<file path="config.mk">
export PLATFORM = sky130hd
export DESIGN_NAME = servo_cmd_frame_decoder
export DESIGN_NICKNAME = d
export VERILOG_FILES = /design/src/rtl/servo_cmd_pkg.sv /design/src/rtl/servo_cmd_frame_decoder_byte_gap_timer.sv /design/src/rtl/servo_cmd_frame_decoder.sv
export SDC_FILE = /design/constraint.sdc
export NUM_CORES = 1
export LEC_CHECK = 0
export CAP_MARGIN = 10
export CORE_MARGIN = 2
export CORE_UTILIZATION = 25
export DETAILED_ROUTE_END_ITERATION = 10
export DONT_BUFFER_PORTS = 1
export PLACE_DENSITY = 0.38
export SYNTH_ARGS = -nofsm -noshare
export SYNTH_HDL_FRONTEND = slang
export SYNTH_SLANG_ARGS = --single-unit
export TNS_END_PERCENT = 1
</file>
<file path="constraint.sdc">
create_clock -name clk50mhz -period 2.9 [get_ports clk50mhz]
set_input_delay 0.58 -clock clk50mhz [delete_from_list [all_inputs] [get_ports clk50mhz]]
set_output_delay 0.58 -clock clk50mhz [all_outputs]
set_load 0.02 [all_outputs]
</file>
<file path="src/rtl/servo_cmd_pkg.sv">
// Shared definitions for the servo command frame decoder: FSM state
// encoding, error codes, framing constants and the target clamp helper.
package servo_cmd_pkg;

   typedef enum logic [1:0] {
      HUNT    = 2'd0,
      GET_X   = 2'd1,
      GET_Y   = 2'd2,
      GET_CHK = 2'd3
   } state_t;

   localparam logic [1:0] ERR_NONE    = 2'b00;
   localparam logic [1:0] ERR_CHK     = 2'b01;
   localparam logic [1:0] ERR_TIMEOUT = 2'b10;

   localparam logic [7:0] SYNC_BYTE   = 8'hAA;
   localparam logic [7:0] POS_DEFAULT = 8'd192;

   // Limit a decoded position to the [lo, hi] window of the servo stage.
   function automatic logic [7:0] clamp_pos(input logic [7:0] v,
                                            input logic [7:0] lo,
                                            input logic [7:0] hi);
      logic [7:0] r;
      r = v;
      if (v < lo)
         r = lo;
      else if (v > hi)
         r = hi;
      return r;
   endfunction

endpackage

</file>
<file path="src/rtl/servo_cmd_frame_decoder_byte_gap_timer.sv">
// byte_gap_timer: counts idle cycles between bytes of a frame and emits a
// one-cycle expired pulse when the gap reaches TIMEOUT_CYCLES. A clear in
// the same cycle suppresses the pulse, so an arriving byte always wins.
module byte_gap_timer #(
   parameter int TIMEOUT_CYCLES = 156250
) (
   input  logic clk,
   input  logic rst,
   input  logic i_clear,
   input  logic i_enable,
   output logic o_expired
);

   localparam int CW = $clog2(TIMEOUT_CYCLES + 1);
   localparam logic [CW-1:0] LIMIT = CW'(TIMEOUT_CYCLES);

   logic [CW-1:0] r_cnt;
   logic          w_at_limit;

   assign w_at_limit = (r_cnt == LIMIT);
   assign o_expired  = i_enable && !i_clear && w_at_limit;

   // Gap counter: held at zero while disabled or cleared, restarts after expiry.
   always_ff @(posedge clk or posedge rst) begin
      if (rst)
         r_cnt <= '0;
      else if (i_clear || !i_enable || w_at_limit)
         r_cnt <= '0;
      else
         r_cnt <= r_cnt + 1'b1;
   end

endmodule

</file>
<file path="src/rtl/servo_cmd_frame_decoder.sv">
// servo_cmd_frame_decoder: parses SYNC,X,Y,CHK frames from the UART byte
// stream and updates the X/Y servo targets only on checksum-valid frames.
// Optional macro FRAME_STATS_EN adds saturating good/bad frame counters.
module servo_cmd_frame_decoder
   import servo_cmd_pkg::*;
#(
   parameter logic [7:0] SYNC_BYTE      = servo_cmd_pkg::SYNC_BYTE,
   parameter logic [7:0] POS_DEFAULT    = servo_cmd_pkg::POS_DEFAULT,
   parameter logic [7:0] POS_MIN        = 8'd0,
   parameter logic [7:0] POS_MAX        = 8'd255,
   parameter int         TIMEOUT_CYCLES = 156250
) (
   input  logic       clk50mhz,
   input  logic       rst,
   input  logic [7:0] rx_data,
   input  logic       rx_valid,
   output logic [7:0] x_target,
   output logic [7:0] y_target,
   output logic       cmd_valid,
   output logic       frame_err,
`ifdef FRAME_STATS_EN
   output logic [1:0] err_code,
   output logic [15:0] good_cnt,
   output logic [15:0] bad_cnt
`else
   output logic [1:0] err_code
`endif
);

   state_t     r_state;
   logic [7:0] r_raw_x;
   logic [7:0] r_raw_y;
   logic       w_timer_en;
   logic       w_expired;
   logic [7:0] w_sum;

   // The timer only watches gaps inside a frame; HUNT waits indefinitely.
   assign w_timer_en = (r_state != HUNT);
   // Checksum covers the raw bytes, before any clamping.
   assign w_sum      = SYNC_BYTE + r_raw_x + r_raw_y;

   byte_gap_timer #(
      .TIMEOUT_CYCLES(TIMEOUT_CYCLES)
   ) u_gap_timer (
      .clk      (clk50mhz),
      .rst      (rst),
      .i_clear  (rx_valid),
      .i_enable (w_timer_en),
      .o_expired(w_expired)
   );

   // Frame FSM with registered targets, pulses and error code.
   always_ff @(posedge clk50mhz or posedge rst) begin
      if (rst) begin
         r_state   <= HUNT;
         r_raw_x   <= '0;
         r_raw_y   <= '0;
         x_target  <= POS_DEFAULT;
         y_target  <= POS_DEFAULT;
         cmd_valid <= 1'b0;
         frame_err <= 1'b0;
         err_code  <= ERR_NONE;
      end else begin
         cmd_valid <= 1'b0;
         frame_err <= 1'b0;
         if (rx_valid) begin
            case (r_state)
               HUNT: begin
                  if (rx_data == SYNC_BYTE)
                     r_state <= GET_X;
               end
               GET_X: begin
                  // A byte equal to SYNC here is data, not a resync.
                  r_raw_x <= rx_data;
                  r_state <= GET_Y;
               end
               GET_Y: begin
                  r_raw_y <= rx_data;
                  r_state <= GET_CHK;
               end
               GET_CHK: begin
                  if (rx_data == w_sum) begin
                     x_target  <= clamp_pos(r_raw_x, POS_MIN, POS_MAX);
                     y_target  <= clamp_pos(r_raw_y, POS_MIN, POS_MAX);
                     cmd_valid <= 1'b1;
                  end else begin
                     frame_err <= 1'b1;
                     err_code  <= ERR_CHK;
                  end
                  r_state <= HUNT;
               end
               default: r_state <= HUNT;
            endcase
         end else if (w_expired) begin
            // Partial frame abandoned; bytes already latched are ignored.
            r_state   <= HUNT;
            frame_err <= 1'b1;
            err_code  <= ERR_TIMEOUT;
         end
      end
   end

`ifdef FRAME_STATS_EN
   // Saturating frame statistics, driven from the registered pulses.
   always_ff @(posedge clk50mhz or posedge rst) begin
      if (rst) begin
         good_cnt <= '0;
         bad_cnt  <= '0;
      end else begin
         if (cmd_valid && good_cnt != 16'hFFFF)
            good_cnt <= good_cnt + 16'd1;
         if (frame_err && bad_cnt != 16'hFFFF)
            bad_cnt <= bad_cnt + 16'd1;
      end
   end
`endif

endmodule

</file>
==> results of run 1 <==
[metrics by stage]
stage / hold WS (ns) / total power, mW / worst slack (ns)
after detailed placement: 0.478 / 2.65 / -0.0273
after global routing: 0.322 / 3.58 / -0.170
final: 0.260 / 3.29 / -0.0634
after CTS: 0.277 / 3.32 / -0.0417
after global placement: 0.474 / 2.66 / 0.0186
after floorplan: 0.454 / 2.31 / -0.0127
[state kept, by name (all words and copies together) (netlist names)]
signal,count
u_gap_timer.r_cnt,18
r_raw_x,8
r_raw_y,8
x_target,8
y_target,8
err_code,2
r_state,2
cmd_valid,1
frame_err,1
[power breakdown]
group / internal (mW) / switching, mW / leakage, nW
clock network: 0.345 / 0.282 / 0.0701
logic: 0.717 / 0.770 / 0.698
registers: 0.970 / 0.205 / 0.725
total: 2.03 / 1.26 / 1.49
[routing by layer]
layer	up-vias	GRT usage	part of all wire
li1	870	-	-
met1	892	0.133	0.46
met2	28	0.167	0.48
met3	6	0.0354	0.043
met4	0	0.0346	0.015
met5	-	0	0
[final cells by class]
cell class	count	area (um^2)	area share
well taps	143	179	0.0547
flip-flops and latches	56	1410	0.430
clock buffers	7	143	0.0436
repair buffers	9	80.1	0.0245
inverters	18	67.6	0.0207
clock inverters	1	7.51	0.00230
multi-input cells	169	1390	0.424
[kinds of logic (layout without fill, tap and decap cells)]
group / after synthesis / count (layout)
xor+xnor: 28 / 28
compound gates: 18 / 18
fa+ha+maj: 20 / 20
flops: 56 / 56
simple gates: 73 / 73
buf+inv: 23 / 35
mux: 30 / 30
[timing repair]
| action | in CTS | in global routing |
|---|---|---|
| hold buffers | 0 | 0 |
| gates resized for setup | 0 | 2 |
| setup endpoints to repair | 13 | 19 |
| pin swaps | 2 | 0 |
| setup buffers | 1 | 0 |
| cloned | 0 | 0 |
[final timing paths]
| kind | start | endpoint | slack [ns] | cells after the start |
|---|---|---|---|---|
| max | r_raw_x[1] | x_target[0] | -0.06 | 12 |
| min | rst | u_gap_timer.r_cnt[15] | 0.26 | 1 |
| max reg2reg | r_raw_x[1] | x_target[0] | -0.06 | 12 |
| min reg2reg | u_gap_timer.r_cnt[0] | u_gap_timer.r_cnt[0] | 0.48 | 1 |
| max in group asynchronous | rst | y_target[7] | 1.88 | 2 |
| min in group clk50mhz | rx_data[6] | r_raw_x[6] | 0.42 | 1 |
[worst register-to-register path, stage by stage, from the launching register on]
cell and delay, ns:
dfrtp_1 0.35, inv_1 0.05, ha_1 0.26, inv_1 0.04
ha_2 0.19, fa_2 0.38, xnor2_1 0.15, xnor2_1 0.14
nor4_2 0.29, nand4b_1 0.22, nor3_4 0.28, buf_12 0.19
mux2_2 0.34
[cell usage in the layout, fill, tap and decap left out, types with 3 or more instances in the layout]
cell type	netlist	layout
xor2_1	16	16
dfrtp_1	52	52
o21ai_0	3	3
and3_1	6	6
buf_4	0	8
clkbuf_16	0	5
ha_1	19	18
nand3_1	9	9
a21o_1	3	3
nand4_1	7	7
a21oi_1	7	7
mux2_4	9	9
dfstp_2	4	4
inv_1	18	17
mux2_2	21	21
nand2_1	19	19
xnor2_1	12	12
nor2_1	19	19
==> flow_metrics.py, run 1 <==
metrics = {
    "outcome": {
        "outcome": "complete, but fails checks",
        "violations": "setup timing",
    },
    "clock_tree": {
        "htreeDepth": 2,
        "path_clk_slew_ns": 0.07,
        "cts_buffers": 5,
        "clk_path_buf_depth": 2,
        "cts.root.buffer_cell": "clkbuf_16",
        "cts_tree": "built",
        "clock_latency_ns": 0.30,
        "clkSinkCount": 56,
    },
    "place": {
        "place_hpwl_mm": 4.50,
        "dp.cells": 394,
        "port_buffers": 0,
        "placed_cell_area_mm2": 0.00310,
        "gp_congestion": 0.751,
    },
    "synthesis": {
        "synth-compound-area-share": 0.0394,
        "synthXorXnorAreaFrac": 0.0849,
        "synth_cells": 248,
        "synth.most_common_cell": "dfrtp_1",
        "synthTopCellsByCount": "dfrtp_1, mux2_2, ha_1, nand2_1, nor2_1",
        "muxShareOfSynthArea": 0.129,
        "synth_cell_types": 35,
        "syn_area_per_cell_um2": 11.6,
        "ys_top_cells_by_area": "dfrtp_1, ha_1, mux2_2",
        "synth_top_family_by_area": "simple AND/OR/NAND/NOR gates",
        "yosys_warnings": 0,
        "synth_seq_cells": 56,
        "ys_async_sr_fraction": 1.00,
        "synth-simple-area-share": 0.132,
        "synthFlopType": "dfrtp_1",
        "syn_nets": 279,
        "netlist_area_mm2": 0.00289,
        "synth_fa_ha_area_frac": 0.0892,
        "synth_area_leader_cell": "dfrtp_1",
        "synth-seq-area-share": 0.487,
        "synth_edf_count": 0,
        "yosysTopAreaCellShare": 0.450,
    },
    "timing": {
        "fmax_mhz": 337,
        "finalCritPeriodShare": 1.02,
        "hold_viol_final": 0,
        "tns_ns": -0.493,
        "period_minus_slack_ns": 2.96,
        "relSlewSlack": 0.542,
        "slew_viol_final": 0,
        "finalSetupViolCount": 13,
        "rsz0062_at_grt": "true",
        "worst_slack_ns": -0.0634,
        "finClkSkew_ns": 0.00879,
        "tightest_slew_ns": 0.686,
    },
    "grt": {
        "grt_pass1_vias": 1874,
        "antenna_found_initial": 0,
        "grtUsageTotal": 0.104,
        "grt_pass1_wl_mm": 10.1,
        "overflow": 0,
        "grt_max_degree": 32,
    },
    "cells_and_area": {
        "area_growth_pct": 13.2,
        "final_cells": 403,
        "drive_gt1_frac": 0.219,
        "nets": 290,
        "diodes": 0,
        "fill_cells": 1167,
        "postLayoutCellArea_mm2": 0.00327,
        "final_util": 0.288,
    },
    "drt": {
        "antenna_left": 0,
        "wire_per_inst_um": 14.9,
        "num_vias": 1796,
        "drc": 0,
        "drtIter0Drc": 80,
        "viasPerCell": 4.46,
        "dr.pass1.iters": 4,
        "drt_wl_total_mm": 5.99,
    },
    "critical_path": {
        "crit_type": "reg -> reg",
        "crit_required_ns": 3.09,
        "cp_max_fo": 13,
        "cp_top_family": "adder cells",
        "worstPathCellList": "inv_1 > ha_1 > inv_1 > ha_2 > fa_2 > xnor2_1 > xnor2_1 > nor4_2 > nand4b_1 > nor3_4 > buf_12 > mux2_2",
        "critPathLaunchType": "register",
        "cpPeakStageDelay_ns": 0.38,
        "crit_path_top_delay_cell": "fa_2",
        "cp.arrival_ns": 3.15,
        "cp-end-kind": "register",
        "critPathBufInv": 3,
    },
    "floorplanning": {
        "pin_count": 31,
        "fp.dieW_um": 112,
        "core_mm2": 0.0114,
        "dieArea_mm2": 0.0124,
        "die_h_um": 112,
        "num_rows": 39,
        "start_util": 0.254,
    },
    "run": {
        "maxCapViolCount": 0,
    },
    "power_and_ir_drop": {
        "p_leak_nw": 1.49,
        "ir_worst_vdd_mv": 0.428,
        "powerDensity_mw_per_mm2": 1010,
    },
    "hold_path": {
        "hp-class": "in -> async",
    },
}
(Power assumes the default switching activity.)
==> run 2: changes to the inputs <==
--- a/config.mk
+++ b/config.mk
@@ -11,6 +11,7 @@
 export DETAILED_ROUTE_END_ITERATION = 10
 export DONT_BUFFER_PORTS = 1
 export PLACE_DENSITY = 0.38
+export SETUP_SLACK_MARGIN = 0.1
 export SYNTH_ARGS = -nofsm -noshare
 export SYNTH_HDL_FRONTEND = slang
 export SYNTH_SLANG_ARGS = --single-unit
==> run 2 against run 1 <==
Effect of this change:
- the run still ends with setup timing left
- clock power barely moved
- global-route usage barely moved
- via count barely moved
==> flow_metrics.py, run 2 (same netlist as run 1, synthesis figures left out) <==
metrics = {
    "hold_path": {
        "hp-class": "in -> async",
    },
    "power_and_ir_drop": {
        "powerDensity_mw_per_mm2": 1010,
        "p_int_mw": 2.03,
        "p_clk_frac": 0.191,
        "sequentialPowerShare": 0.357,
        "ir_worst_vdd_mv": 0.428,
        "p_leak_nw": 1.49,
        "total_power_mw": 3.29,
        "p_comb_frac": 0.452,
        "p_sw_mw": 1.26,
        "swShare": 0.382,
    },
    "critical_path": {
        "critPathLaunchType": "register",
        "regToRegSetupSlack_ns": -0.06,
        "cp_max_fo": 13,
        "crit_required_ns": 3.09,
        "crit_path_top_delay_cell": "fa_2",
        "critPathBufInv": 3,
        "rr_startpoint": "r_raw_x[1]",
        "cpPeakStageDelay_ns": 0.38,
        "crit_type": "reg -> reg",
        "cp_top_family": "adder cells",
        "worstPathCellList": "inv_1 > ha_1 > inv_1 > ha_2 > fa_2 > xnor2_1 > xnor2_1 > nor4_2 > nand4b_1 > nor3_4 > buf_12 > mux2_2",
        "rr_endpoint": "x_target[0]",
        "worst_r2r_path_depth": 12,
        "cp.arrival_ns": 3.15,
        "cp-end-kind": "register",
    },
    "drt": {
        "viasPerCell": 4.46,
        "antenna_left": 0,
        "drt_wl_total_mm": 5.99,
        "drc": 0,
        "wire_per_inst_um": 14.9,
        "dr.pass1.iters": 4,
        "drtIter0Drc": 82,
        "num_vias": 1797,
    },
    "grt": {
        "grtUsageTotal": 0.104,
        "grt_max_degree": 32,
        "grt_pass1_wl_mm": 10.1,
        "grt_pass1_vias": 1874,
        "overflow": 0,
        "antenna_found_initial": 0,
    },
    "timing": {
        "tightest_slew_ns": 0.686,
        "slew_viol_final": 0,
        "whs_ns": 0.260,
        "period_minus_slack_ns": 2.96,
        "worst_slack_ns": -0.0634,
        "relSlewSlack": 0.542,
        "hold_viol_final": 0,
        "finalSetupViolCount": 13,
        "finClkSkew_ns": 0.00907,
        "fmax_mhz": 337,
        "finalCritPeriodShare": 1.02,
        "rsz0062_at_grt": "true",
    },
    "place": {
        "place_hpwl_mm": 4.50,
        "placed_cell_area_mm2": 0.00310,
        "port_buffers": 0,
        "gp_congestion": 0.751,
        "dp.cells": 394,
    },
    "cells_and_area": {
        "drive_gt1_frac": 0.219,
        "area_growth_pct": 13.2,
        "largest_reg_flops": 18,
        "final_cells": 403,
        "top_register": "u_gap_timer.r_cnt",
        "diodes": 0,
        "postLayoutCellArea_mm2": 0.00327,
        "layout_commonest_cell": "dfrtp_1",
        "nets": 290,
        "final_cell_mix": "dfrtp_1, mux2_2, nand2_1, nor2_1, ha_1",
    },
    "outcome": {
        "violations": "setup timing",
        "outcome": "complete, but fails checks",
    },
    "floorplanning": {
        "start_util": 0.254,
        "die_h_um": 112,
        "fp.dieW_um": 112,
        "num_rows": 39,
        "core_mm2": 0.0114,
        "pin_count": 31,
        "dieArea_mm2": 0.0124,
    },
    "clock_tree": {
        "clock_latency_ns": 0.30,
        "holdBufCountCts": 0,
        "cts_buffers": 5,
        "cts_tree": "built",
        "path_clk_slew_ns": 0.07,
        "clkSinkCount": 56,
        "htreeDepth": 2,
        "clk_path_buf_depth": 2,
        "cts.root.buffer_cell": "clkbuf_16",
    },
    "run": {
        "maxCapViolCount": 0,
    },
}
==> run 2: timing repair <==
action / 4_1_cts / 5_1_grt
endpoints found under the hold margin: 0 / 0
resized for setup: 1 / 1
endpoints found under the setup margin: 16 / 19
pin swaps: 2 / 3
buffers inserted: 1 / 0
==> run 2: per-stage QoR <==
stage	TNS, ns	worst slack (ns)	utilization
after CTS	-0.218	-0.0417	0.287
final	-0.492	-0.0634	0.288
after detailed placement	-0.138	-0.0273	0.273
after global placement	0	0.0186	0.273
after global routing	-2.25	-0.170	0.288
after floorplan	-0.0765	-0.0127	-
==> run 2: how the worst max path moves through the flow <==
| stage | depth (start not counted) | end | startpoint |
|---|---|---|---|
| after floorplan | 12 | y_target[0] | r_raw_y[1] |
| after global placement | 12 | x_target[0] | r_raw_x[1] |
| after detailed placement | 12 | x_target[0] | r_raw_x[1] |
| after CTS | 12 | x_target[1] | r_raw_x[1] |
| after global routing | 12 | x_target[1] | r_raw_x[1] |
| final | 12 | x_target[0] | r_raw_x[1] |
==> run 2: power by group through the flow <==
stage | logic (mW) | clock network, mW | registers, mW
floorplan | 1.17 | 0 | 1.14
global placement | 1.47 | 0 | 1.19
detailed placement | 1.46 | 0 | 1.20
CTS | 1.48 | 0.665 | 1.18
global route | 1.69 | 0.695 | 1.20
finish | 1.49 | 0.627 | 1.18
==> run 2: per-layer routing <==
layer	GRT usage	wire, um
met1	0.133	2780
met2	0.167	2860
met3	0.0354	260
met4	0.0346	89
met5	0	0
==> run 2: cell type report <==
cell class / count / area, um^2
clock buffers: 7 / 143
clock inverters: 1 / 7.51
fillers: 1167 / 8100
inverters: 18 / 67.6
multi-input cells: 169 / 1390
flip-flops and latches: 56 / 1410
well taps: 143 / 179
repair buffers: 9 / 80.1
